### src/rtl/panda_pkg.sv
// Shared register-file constants and types for the Panda pipeline.
package panda_pkg;

    localparam int REG_ADDR_W = 5;
    localparam int NUM_REGS   = 32;

    typedef logic [REG_ADDR_W-1:0] reg_addr_t;

endpackage

### src/rtl/panda_scoreboard.sv
// Register scoreboard: tracks registers owned by long-latency ops (loads, mul/div)
// and holds the instruction in ID on RAW/WAW hazards against them or on full capacity.
module panda_scoreboard
    import panda_pkg::*;
#(
    parameter int MAX_OUTSTANDING = 4
) (
    input  logic                                 clk_i,
    input  logic                                 rst_ni,
    input  logic                                 issue_valid_i,
    input  logic [4:0]                           issue_rd_addr_i,
    input  logic                                 issue_rd_we_i,
    input  logic                                 issue_long_i,
    input  logic [4:0]                           rs1_addr_i,
    input  logic [4:0]                           rs2_addr_i,
    input  logic                                 rs1_used_i,
    input  logic                                 rs2_used_i,
    input  logic                                 wb_valid_i,
    input  logic [4:0]                           wb_rd_addr_i,
    output logic                                 stall_o,
    output logic [31:0]                          pending_o,
    output logic [$clog2(MAX_OUTSTANDING+1)-1:0] outstanding_o,
    output logic                                 full_o
);

    localparam int CNT_W = $clog2(MAX_OUTSTANDING + 1);

    // Interface semantics: issue_valid_i is a one-cycle strobe, high only when the
    // ID instruction actually moves to EX (upstream already gated it with ~stall_o);
    // wb_valid_i is a one-cycle strobe per long-latency RF write. No backpressure.

    logic [NUM_REGS-1:0] r_pending;
    logic [NUM_REGS-1:0] w_pending_nxt;
    logic [CNT_W-1:0]    r_count;
    logic [CNT_W-1:0]    w_count_nxt;
    reg_addr_t           w_issue_rd;
    reg_addr_t           w_wb_rd;
    logic                w_full;
    logic                w_mark_req;
    logic                w_mark;
    logic                w_clear;
    logic                w_raw1;
    logic                w_raw2;
    logic                w_waw;
    logic                w_cap;

    assign w_issue_rd = issue_rd_addr_i;
    assign w_wb_rd    = wb_rd_addr_i;

    always_comb begin
        w_full     = (r_count == CNT_W'(MAX_OUTSTANDING));
        w_mark_req = issue_valid_i & issue_rd_we_i & issue_long_i & (w_issue_rd != '0);
        w_mark     = w_mark_req & ~w_full;
        w_clear    = wb_valid_i & (w_wb_rd != '0) & r_pending[w_wb_rd];
    end

    // Clear is applied before mark so a same-register collision leaves the bit set.
    always_comb begin
        w_pending_nxt = r_pending;
        if (w_clear) begin
            w_pending_nxt[w_wb_rd] = 1'b0;
        end
        if (w_mark) begin
            w_pending_nxt[w_issue_rd] = 1'b1;
        end
        w_pending_nxt[0] = 1'b0;

        w_count_nxt = r_count;
        case ({w_mark, w_clear})
            2'b10:   w_count_nxt = r_count + CNT_W'(1);
            2'b01:   w_count_nxt = r_count - CNT_W'(1);
            default: w_count_nxt = r_count;
        endcase
    end

    always_ff @(posedge clk_i or negedge rst_ni) begin
        if (!rst_ni) begin
            r_pending <= '0;
            r_count   <= '0;
        end else begin
            r_pending <= w_pending_nxt;
            r_count   <= w_count_nxt;
        end
    end

    // Hazards are judged from registered state only; a writeback this cycle does not release.
    always_comb begin
        w_raw1  = rs1_used_i & (rs1_addr_i != '0) & r_pending[rs1_addr_i];
        w_raw2  = rs2_used_i & (rs2_addr_i != '0) & r_pending[rs2_addr_i];
        w_waw   = issue_rd_we_i & (w_issue_rd != '0) & r_pending[w_issue_rd];
        w_cap   = issue_long_i & issue_rd_we_i & (w_issue_rd != '0) & w_full;
        stall_o = w_raw1 | w_raw2 | w_waw | w_cap;
    end

    assign pending_o     = r_pending;
    assign outstanding_o = r_count;
    assign full_o        = w_full;

    a_clear_is_pending : assert property (@(posedge clk_i) disable iff (!rst_ni)
        wb_valid_i |-> ((wb_rd_addr_i != '0) && r_pending[wb_rd_addr_i]));

    a_mark_not_full : assert property (@(posedge clk_i) disable iff (!rst_ni)
        w_mark_req |-> !w_full);

endmodule
### config.mk
export PLATFORM = sky130hd
export DESIGN_NAME = panda_scoreboard
export DESIGN_NICKNAME = d
export VERILOG_FILES = /design/src/rtl/panda_pkg.sv /design/src/rtl/panda_scoreboard.sv
export SDC_FILE = /design/constraint.sdc
export NUM_CORES = 1
export LEC_CHECK = 0
export BUFFER_PORTS_ARGS = -buffer_cell sky130_fd_sc_hd__buf_2
export CORE_ASPECT_RATIO = 1.25
export CORE_MARGIN = 10
export CORE_UTILIZATION = 49
export CTS_CLUSTER_DIAMETER = 200
export DETAILED_ROUTE_END_ITERATION = 6
export HOLD_SLACK_MARGIN = 0.15
export PLACE_DENSITY = 0.86
export SYNTH_ARGS = -nofsm -noshare
export SYNTH_HDL_FRONTEND = slang
export SYNTH_SLANG_ARGS = --single-unit
### constraint.sdc
create_clock -name clk_i -period 2.73 [get_ports clk_i]
set_input_delay 0.4095 -clock clk_i [delete_from_list [all_inputs] [get_ports clk_i]]
set_output_delay 0.4095 -clock clk_i [all_outputs]
set_load 0.05 [all_outputs]
# Yosys cells after proc, flatten, opt, wreduce, memory -nomap -nowiden
# Index checks and enable logic that the tools add are counted.
[word_totals] ff_bits=34 in_bits=28 out_inout_bits=37 elab_cells=57
[classes] addsub=2 order_cmp=6 n_eq_ne=3 n_mux=15 n_bitwise=22 n_reduce_logical=7
[op_table] cell="2-to-1 mux 32 bit" count=2
[op_table] cell="AND 32 bit" count=1
[op_table] cell="inverter 32 bit" count=1
[op_table] cell="bitwise OR 32 bit" count=1
[op_table] cell="less-than comparator 5 x 6 -> 1 bit, second input constant" count=4
[op_table] cell="binary-select mux 1 bit (select 5 bit)" count=4
[op_table] cell="nonzero test 5 bit" count=4
[op_table] cell="AND 1 bit" count=15
[op_table] cell="demux 1 bit (select 5 bit)" count=2
[op_table] cell="greater-or-equal comparator 5 x 1 -> 1 bit, second input constant" count=2
[op_table] cell="2-to-1 mux 1 bit" count=6
[op_table] cell="case mux 3 bit (2 select lines)" count=1
[op_table] cell="adder 3 x 1 -> 3 bit, second input constant" count=1
[op_table] cell="== test 3 bit, second input constant" count=1
[op_table] cell="bitwise OR 1 bit" count=3
[op_table] cell="subtractor 3 x 1 -> 3 bit, second input constant" count=1
[op_table] cell="== test 2 x 1 -> 1 bit, second input constant" count=1
[op_table] cell="== test 2 bit, second input constant" count=1
[op_table] cell="logical AND 1 bit" count=2
[op_table] cell="nonzero test 2 bit" count=1
[op_table] cell="inverter 1 bit" count=1

# Longest topological paths before layout
# Gate-level depths: netlist of run 1.
[depth] word_depth=9 mapped_depth=10 mapped_depth_nobuf=9

# Worst setup path before layout of run 1
# OpenSTA, ideal clock, no wires.
[synth_timing] path_kind="register to output" from="register r_count[2], in the netlist outstanding_o[2]" to="output stall_o" arrival_time_ps=2831 t_required_ps=2321 slack_ps=-511 stages_incl_launch_ff=5 cell_sequence="dfrtp_1 -> nor3b_1 -> a2111oi_0 -> a31oi_1 -> a211o_1"
[synth_via] elab_chain_len=3
[synth_lines] item="start: declaration" line_no="panda_scoreboard.sv:34" text="logic [CNT_W-1:0] r_count;"
[synth_lines] item="start signal: assignment" line_no="panda_scoreboard.sv:82" text="r_count <= w_count_nxt;"
[synth_lines] item="== test 3 bit" line_no="panda_scoreboard.sv:51" text="w_full = (r_count == CNT_W'(MAX_OUTSTANDING));"
[synth_lines] item="via full_o" line_no="panda_scoreboard.sv:23" text="output logic full_o"
[synth_lines] item="AND 1 bit" line_no="panda_scoreboard.sv:91" text="w_cap = issue_long_i & issue_rd_we_i & (w_issue_rd != '0) & w_full;"
[synth_lines] item="bitwise OR 1 bit" line_no="panda_scoreboard.sv:92" text="stall_o = w_raw1 | w_raw2 | w_waw | w_cap;"
[synth_lines] item="end: declaration" line_no="panda_scoreboard.sv:20" text="output logic stall_o,"
# The timed path passes the listed nets, and every way through them passes these cells.

# Final worst setup path of run 1
[layout_timing] from="register r_pending[12], in the netlist pending_o[12]" to="output stall_o"
[layout_via] elab_chain_len=6 elab_cells_between_ends=12
[layout_lines] item="start: declaration" line_no="panda_scoreboard.sv:32" text="logic [NUM_REGS-1:0] r_pending;"
[layout_lines] item="start signal: assignment" line_no="panda_scoreboard.sv:81" text="r_pending <= w_pending_nxt;"
[layout_lines] item="binary-select mux 1 bit (select 5 bit), on equally long branches" line_no="panda_scoreboard.sv:88, panda_scoreboard.sv:89"
[layout_lines] item="2-to-1 mux 1 bit, on equally long branches" line_no="panda_scoreboard.sv:88, panda_scoreboard.sv:89"
[layout_lines] item="AND 1 bit, on equally long branches" line_no="panda_scoreboard.sv:88, panda_scoreboard.sv:89"
[layout_lines] item="bitwise OR 1 bit" line_no="panda_scoreboard.sv:92"
[layout_lines] item="bitwise OR 1 bit (*) (2 in series)" line_no="panda_scoreboard.sv:92"
# Every way passes the cells marked *; elsewhere a longest branch is shown, timed or not. The select of a mux whose other input is x is not followed.

==> key figures, run 1 <==
Place
  – Port Buffers: 63
  – Hpwl dp: 7130 microns
  – Gpl congestion: 0.966
  – Inst Count DP: 399

Cells and area
  – Share of cells above drive strength 1: 48.5%
  – Fin util: 66.4%
  – Post-Layout Cell Count: 430
  – Layout fillers: 423
  – # nets final: 394
  – Layout area overhead: 30.7%

Yosys
  – Cells after Synth: 267
  – YS warnings: 0
  – Mux share of post-synthesis cell area: 27.9%
  – Register area share after synthesis: 30.5%
  – Netlist cell types: 43
  – Syn_nets: 297
  – Top post-synthesis cells by area: dfrtp_1 (31%), mux4_2 (23%), a32oi_1 (9.4%), o21ai_0 (5.2%), inv_1 (4.3%)
  – Simple-Gate Fraction of Synth Area: 9.70%
  – Main combinational cell family by area after synthesis: multiplexers
  – Synth Area in Compound Gates: 21.8%
  – Avg Synthesized Cell Area: 10.4 sq um
  – Synth Area in Adders: 1.17%
  – Top cell type's share of synthesized area: 30.5%
  – Cell taking the most area after synthesis: dfrtp_1
  – Number of synthesized register bits: 34
  – Mapped Area: 0.00279 sq mm
  – Post-Synth XOR/XNOR Area: 0.943%

Flow run
  – Number of max-cap violations: 0

Floorplan
  – Initial Util: 50.8%
  – # IOs: 65
  – Core area: 0.00548 sq mm
  – Chip height: 104 microns
  – Rows: 30
  – Die X: 87.5 microns
  – DIE AREA: 0.00912 sq mm

Timing
  – Setup TNS: -0.0707 ns
  – Hold Slack: 0.198 ns
  – Clock Skews: 0.00465 ns
  – Unrepaired setup endpoints after global routing: true
  – Crit path time final: 2.80 ns
  – # setup viols final: 1
  – Final slew viol count: 0
  – Final worst path period share: 103%
  – Final worst slack: -0.0707 ns
  – Final Hold Fails: 0
  – Worst slew pin tran: 0.857 ns
  – Slew margin rel.: 42.7%
  – F_max: 357 MHz

Global route
  – Met1 Use GR: 26.3%
  – Busiest metal layer after global routing: met2
  – Largest net degree at the start of global routing: 35
  – Gr usage total: 22.0%
  – Antenna violations before repair: 0
  – First-pass GRT wire length: 16000 microns
  – Met2 global-route usage: 31.8%
  – Met3 Use GR: 8.93%
  – Vias in the first global route: 2977
  – Grt ovf: 0

Setup path
  – Critical path launch point type: flip-flop
  – Worst EP arrival: 2.39 ns
  – Worst path slowest cell: mux4_2
  – FF-to-FF path depth: 10
  – Most frequent cell on the critical path: mux4_2
  – Crit path max fanout: 4
  – Cells along the critical path: mux4_2, mux4_2, mux2_4, a211o_1, buf_6
  – WP data required: 2.32 ns
  – WP depth: 5
  – CP delay by family, top: multiplexers
  – Crit path buf inv count: 1
  – WS Path Type: reg -> out
  – Critical Path End Type: primary output
  – CP peak stage delay: 0.49 ns

Power and ir drop
  – Internal: 943 uW
  – Net Switching: 584 uW
  – Overall power: 1.53 mW
  – Seq pwr share: 38.1%
  – Switching Share: 38.2%
  – Max VDD drop: 0.000299 V
  – Clock power share: 25.7%
  – Logic pwr share: 36.2%
  – Leak: 1.61 nW
  – Ratio of total power to cell area: 419 mW/mm^2

Detailed routing
  – # DRC: 0
  – Via count: 3070
  – DR WL/cell: 24.2 microns
  – Vias/cell: 7.14
  – Pre-antenna DRT Iters: 5
  – Post-DRT Antenna Nets: 0
  – Initial DRC count: 574
  – Final WL: 10400 microns

CTS
  – Root Driver: clkbuf_8
  – Clock Path Buffers: 2
  – CTS Hold Bufs: 0
  – H-tree depth: 2
  – Clk_lat worst skew: 0.29 ns
  – Sinks on Clock Net: 34
  – Clk slew on worst S/H paths: 0.07 ns
  – Total clock buffers created by CTS: 5
  – CTS tree: built

Hold path
  – Type of the worst min-delay path: in -> async

Status
  – Status: complete, but fails checks
  – Failing checks: negative setup slack
[per-stage QoR]
stage          instance area [sq um]  worst slack [ns]
2_1_floorplan                   2810           0.00666
5_1_grt                         3640           -0.0979
6_report                        3640           -0.0707
4_1_cts                         3600           -0.0455
3_3_place_gp                    3320            -0.112
3_5_place_dp                    3320            -0.182
[layer usage]
metal / share of wire (%) / wire (microns) / vias to the layer above
met2: 43 / 4510 / 306
met3: 16 / 1650 / 88
met4: 6.9 / 719 / 0
li1: - / - / 1240
met1: 34 / 3530 / 1436
met5: 0 / 0 / -
[worst reg2reg max path: cells and delay by family, from the launching register on]
kind | cells | cell delay, ns
adder cells (fa/ha/maj) | 2 | 0.53
multiplexers | 1 | 0.48
flip-flops | 1 | 0.44
AND/OR/NAND/NOR | 2 | 0.42
AO/OA/AOI/OAI | 2 | 0.35
XOR/XNOR | 2 | 0.29
buffers and inverters | 1 | 0.13
[registers in the layout, summed over array words and instances, names as in the netlist]
| signal | cells |
|---|---|
| pending_o | 31 |
| outstanding_o | 3 |
[cells in the mapped netlist, drive strengths merged]
library cell,count
o211ai,2
ha,1
nand3b,4
o221a,1
and3b,1
a2111oi,1
a21oi,5
xor2,1
conb,1
a2111o,1
a32oi,30
or3b,2
mux4,29
a22o,1
o2111ai,4
a32o,3
nor3b,4
nor3,2
xnor2,2
mux2i,9
o21ai,29
nor2b,9
or3,2
fa,1
clkbuf,8
and3,1
dfrtp,34
a21boi,1
nand2,12
a211o,3
nor2,7
a31oi,1
inv,32
and2,2
mux2,3
a211oi,1
buf,14
a22oi,1
nand3,2
[placed cells by master, fill, tap and decap left out, drive strengths merged, types with 2 or more instances in the layout]
master,synthesis,final
clkbuf,8,7
a32o,3,3
mux4,29,29
nor2b,9,9
mux2i,9,9
nand2,12,12
mux2,3,3
inv,32,32
or3,2,2
o21ai,29,29
a211o,3,3
buf,14,112
o2111ai,4,4
nand3b,4,4
dfrtp,34,34
and2,2,2
xnor2,2,2
o211ai,2,2
or3b,2,2
a21oi,5,5
nor2,7,7
nor3b,4,4
nor3,2,2
a32oi,30,30
nand3,2,2
[kinds of logic (layout without fill, tap and decap cells)]
group,Yosys count,after routing
AOI/OAI and AO/OA,84,84
buffers and inverters,54,152
and+or+nand+nor,48,48
muxes,41,41
DFF,34,34
xor gates and xnor gates,3,3
adders and majority gates,2,2
other,1,2
[power by group through the flow]
stage                     clock [mW]  combinational (mW)  sequential (mW)
after floorplan                    0               0.246            0.700
after global routing           0.422               0.582            0.587
after CTS                      0.395               0.542            0.579
after detailed placement           0               0.524            0.592
after global placement             0               0.509            0.590
final                          0.393               0.553            0.581
[path summary, 6_finish.rpt]
path                                     to             start  slack, ns
max                                 stall_o     pending_o[12]      -0.07
min                           pending_o[13]            rst_ni       0.20
max reg2reg                outstanding_o[2]      pending_o[7]       0.02
min reg2reg                outstanding_o[2]  outstanding_o[2]       0.49
max in group asynchronous     pending_o[27]            rst_ni       1.98
min in group clk_i         outstanding_o[2]  outstanding_o[2]       0.49
[area by class of cell]
cell class	count	area, sq um	area share, %
timing repair buffer	112	727	20.0
sequential	34	872	24.0
inverter	32	120	3.30
clock buffer	7	86.3	2.37
antenna	1	2.50	0.0687
clock inverter	1	5.00	0.137
multi-input combinational	179	1750	48.0
tap	64	80.1	2.20
[what timing repair did]
item	CTS	global route
pin swaps	4	4
setup buffers	21	1
resized for setup	12	10
setup endpoints to repair	1	3
Power figures use the tool's default switching activity.
==> run 2: changes to the inputs <==
--- a/config.mk
+++ b/config.mk
@@ -6,9 +6,11 @@
 export NUM_CORES = 1
 export LEC_CHECK = 0
 export BUFFER_PORTS_ARGS = -buffer_cell sky130_fd_sc_hd__buf_2
+export CELL_PAD_IN_SITES_DETAIL_PLACEMENT = 2
+export CELL_PAD_IN_SITES_GLOBAL_PLACEMENT = 2
 export CORE_ASPECT_RATIO = 1.25
 export CORE_MARGIN = 10
-export CORE_UTILIZATION = 49
+export CORE_UTILIZATION = 31
 export CTS_CLUSTER_DIAMETER = 200
 export DETAILED_ROUTE_END_ITERATION = 6
 export HOLD_SLACK_MARGIN = 0.15
==> run 2 against run 1 <==
Combinational power increased by 7.1%. Critical path depth did not move. Largest power group is now combinational logic. Clock skew is 0.0016 ns lower. Clock-buffer cell count is 1 higher. Flip-flop and latch count unchanged. Worst setup slack worse by 0.072 ns. Highest routed layer unchanged. Sequential power increased by 0.7%. The run still ends with negative setup slack left. First-iteration DRC count shrank 61%.
==> key figures, run 2 (synthesis gave the netlist of run 1 again) <==
Power and ir drop
  – Ratio of total power to cell area: 411 mW/mm^2 (was 419 mW/mm^2)
  – Overall power: 1.56 mW (was 1.53 mW)
  – Leak: 1.65 nW (was 1.61 nW)
  – Max VDD drop: 0.000136 V (was 0.000299 V)

Timing
  – Slew margin rel.: 42.3% (was 42.7%)
  – Crit path time final: 2.87 ns (was 2.80 ns)
  – Final worst slack: -0.143 ns (was -0.0707 ns)
  – Hold Slack: 0.225 ns (was 0.198 ns)
  – Setup TNS: -0.143 ns (was -0.0707 ns)
  – Final slew viol count: 0 (unchanged)
  – # setup viols final: 1 (unchanged)
  – Clock Skews: 0.00300 ns (was 0.00465 ns)
  – Unrepaired setup endpoints after global routing: true (unchanged)
  – F_max: 348 MHz (was 357 MHz)
  – Final worst path period share: 105% (was 103%)
  – Worst slew pin tran: 0.866 ns (was 0.857 ns)
  – Final Hold Fails: 0 (unchanged)

Floorplan
  – DIE AREA: 0.0132 sq mm (was 0.00912 sq mm)
  – Chip height: 126 microns (was 104 microns)
  – Initial Util: 31.9% (was 50.8%)
  – Die X: 105 microns (was 87.5 microns)
  – Rows: 38 (was 30)
  – # IOs: 65 (unchanged)
  – Core area: 0.00875 sq mm (was 0.00548 sq mm)

Cells and area
  – Share of cells above drive strength 1: 49.7% (was 48.5%)
  – Design area: 0.00380 sq mm (was 0.00364 sq mm)
  – # nets final: 405 (was 394)
  – Layout area overhead: 36.5% (was 30.7%)
  – Most frequent cells in the layout: buf_2 (61), buf_4 (56), inv_1 (32) (was buf_2 (61), buf_4 (43), inv_1 (32))
  – Commonest non-fill, non-tap cell in the layout: buf_2 (unchanged)
  – Max FFs per register: 31 (unchanged)

CTS
  – Root Driver: clkbuf_8 (unchanged)
  – Total clock buffers created by CTS: 5 (unchanged)
  – H-tree depth: 2 (unchanged)
  – Clock Path Buffers: 2 (unchanged)
  – Clk slew on worst S/H paths: 0.07 ns (about the same)
  – Clk_lat worst skew: 0.30 ns (was 0.29 ns)
  – CTS tree: built (unchanged)
  – Sinks on Clock Net: 34 (unchanged)

Setup path
  – Cells along the critical path: mux4_2, mux4_2, mux2_2, a211o_1, buf_6 (was mux4_2, mux4_2, mux2_4, a211o_1, buf_6)
  – Worst path slowest cell: mux4_2 (unchanged)
  – Critical path launch point type: flip-flop (unchanged)
  – RR Startpoint: pending_o[19] (was pending_o[7])
  – CP delay by family, top: multiplexers (unchanged)
  – FF-to-FF path depth: 10 (unchanged)
  – Critical Path End Type: primary output (unchanged)
  – CP peak stage delay: 0.49 ns (about the same)
  – Worst EP arrival: 2.46 ns (was 2.39 ns)
  – Reg-to-Reg End: outstanding_o[2] (unchanged)
  – WS Path Type: reg -> out (unchanged)
  – Most frequent cell on the critical path: mux4_2 (unchanged)
  – FF-to-FF setup slack: 0.05 ns (was 0.02 ns)
  – Crit path buf inv count: 1 (unchanged)
  – WP data required: 2.32 ns (about the same)
  – Crit path max fanout: 3 (was 4)

Detailed routing
  – Initial DRC count: 225 (was 574)
  – Post-DRT Antenna Nets: 0 (unchanged)
  – # DRC: 0 (unchanged)
  – Final WL: 14400 microns (was 10400 microns)
  – Via count: 3083 (was 3070)
  – Vias/cell: 6.20 (was 7.14)
  – Pre-antenna DRT Iters: 4 (was 5)
  – DR WL/cell: 29.1 microns (was 24.2 microns)

Place
  – Hpwl dp: 10700 microns (was 7130 microns)
  – Area post-placement: 0.00357 sq mm (was 0.00332 sq mm)
  – Gpl congestion: 0.917 (was 0.966)
  – Port Buffers: 63 (unchanged)
  – Setup WS pre-CTS: -0.261 ns (was -0.182 ns)

Global route
  – Vias in the first global route: 3462 (was 2977)
  – Antenna violations before repair: 1 (was 0)
  – Largest net degree at the start of global routing: 35 (unchanged)
  – First-pass GRT wire length: 21800 microns (was 16000 microns)
  – Grt ovf: 0 (unchanged)
  – Gr usage total: 21.4% (was 22.0%)

Status
  – Status: complete, but fails checks (unchanged)
  – Failing checks: negative setup slack (unchanged)

Flow run
  – Number of max-cap violations: 0 (unchanged)

Hold path
  – Type of the worst min-delay path: in -> async (unchanged)
==> run 2: cell types whose count changed in the layout (fill, tap and decap cells not counted), sizes merged <==
| cell | change |
|---|---|
| buf | +11 |
| clkbuf | +1 |
| clkinv | -1 |
==> run 2: report_power, final <==
group | switching, mW | internal, mW | leakage, nW
clock network | 0.205 | 0.182 | 0.0395
logic | 0.381 | 0.211 | 1.30
registers | 0.0483 | 0.537 | 0.313
total | 0.634 | 0.930 | 1.65
==> run 2: how the worst max path moves through the flow <==
stage	cells past startpoint	slack, ns	end	startpoint
detailed placement	10	-0.26	outstanding_o[2]	wb_rd_addr_i[0]
CTS	5	-0.11	stall_o	pending_o[7]
global placement	10	-0.14	outstanding_o[2]	wb_rd_addr_i[0]
finish	5	-0.14	stall_o	pending_o[18]
floorplan	9	0.007	outstanding_o[2]	pending_o[19]
global route	8	-0.20	stall_o	pending_o[19]
==> run 2: metrics by stage <==
stage | utilization (%) | cells
detailed placement | 40.8 | 480
global route | 43.5 | 497
CTS | 42.7 | 493
global placement | 40.8 | 480
floorplan | - | 267
finish | 43.5 | 497
==> run 2: layer usage <==
layer  global-route usage, %  up-vias  routed length [microns]
met4                    13.0        0                      778
met5                       0        -                        0
met3                    4.64       53                     1070
met1                    23.6     1587                     5270
met2                    36.7      181                     7320
li1                        -     1262                        -
==> run 2: cell type report <==
class                           count  area, sq um
Clock buffer                        8         80.1
Timing Repair Buffer              123          802
Fill cell                         964         4950
Antenna cell                        1         2.50
Tap cell                          120          150
Sequential cell                    34          868
Inverter                           32          120
Multi-Input combinational cell    179         1780
==> run 2: worst reg2reg max path, stage by stage, from the launching register on <==
cell and delay [ns]:
dfrtp_1 0.44, buf_6 0.15, mux4_2 0.48, a32oi_2 0.24, o221a_4 0.24, a21boi_2 0.06
ha_2 0.20, fa_2 0.34, xnor2_1 0.17, nor2_1 0.09, xor2_1 0.16
==> run 2: timing repair <==
action,4_1_cts,5_1_grt
setup buffers,5,3
gates resized for setup,11,11
hold buffers,0,0
pin swaps,4,5
endpoints found under the hold margin,0,0
setup endpoints to repair,1,3
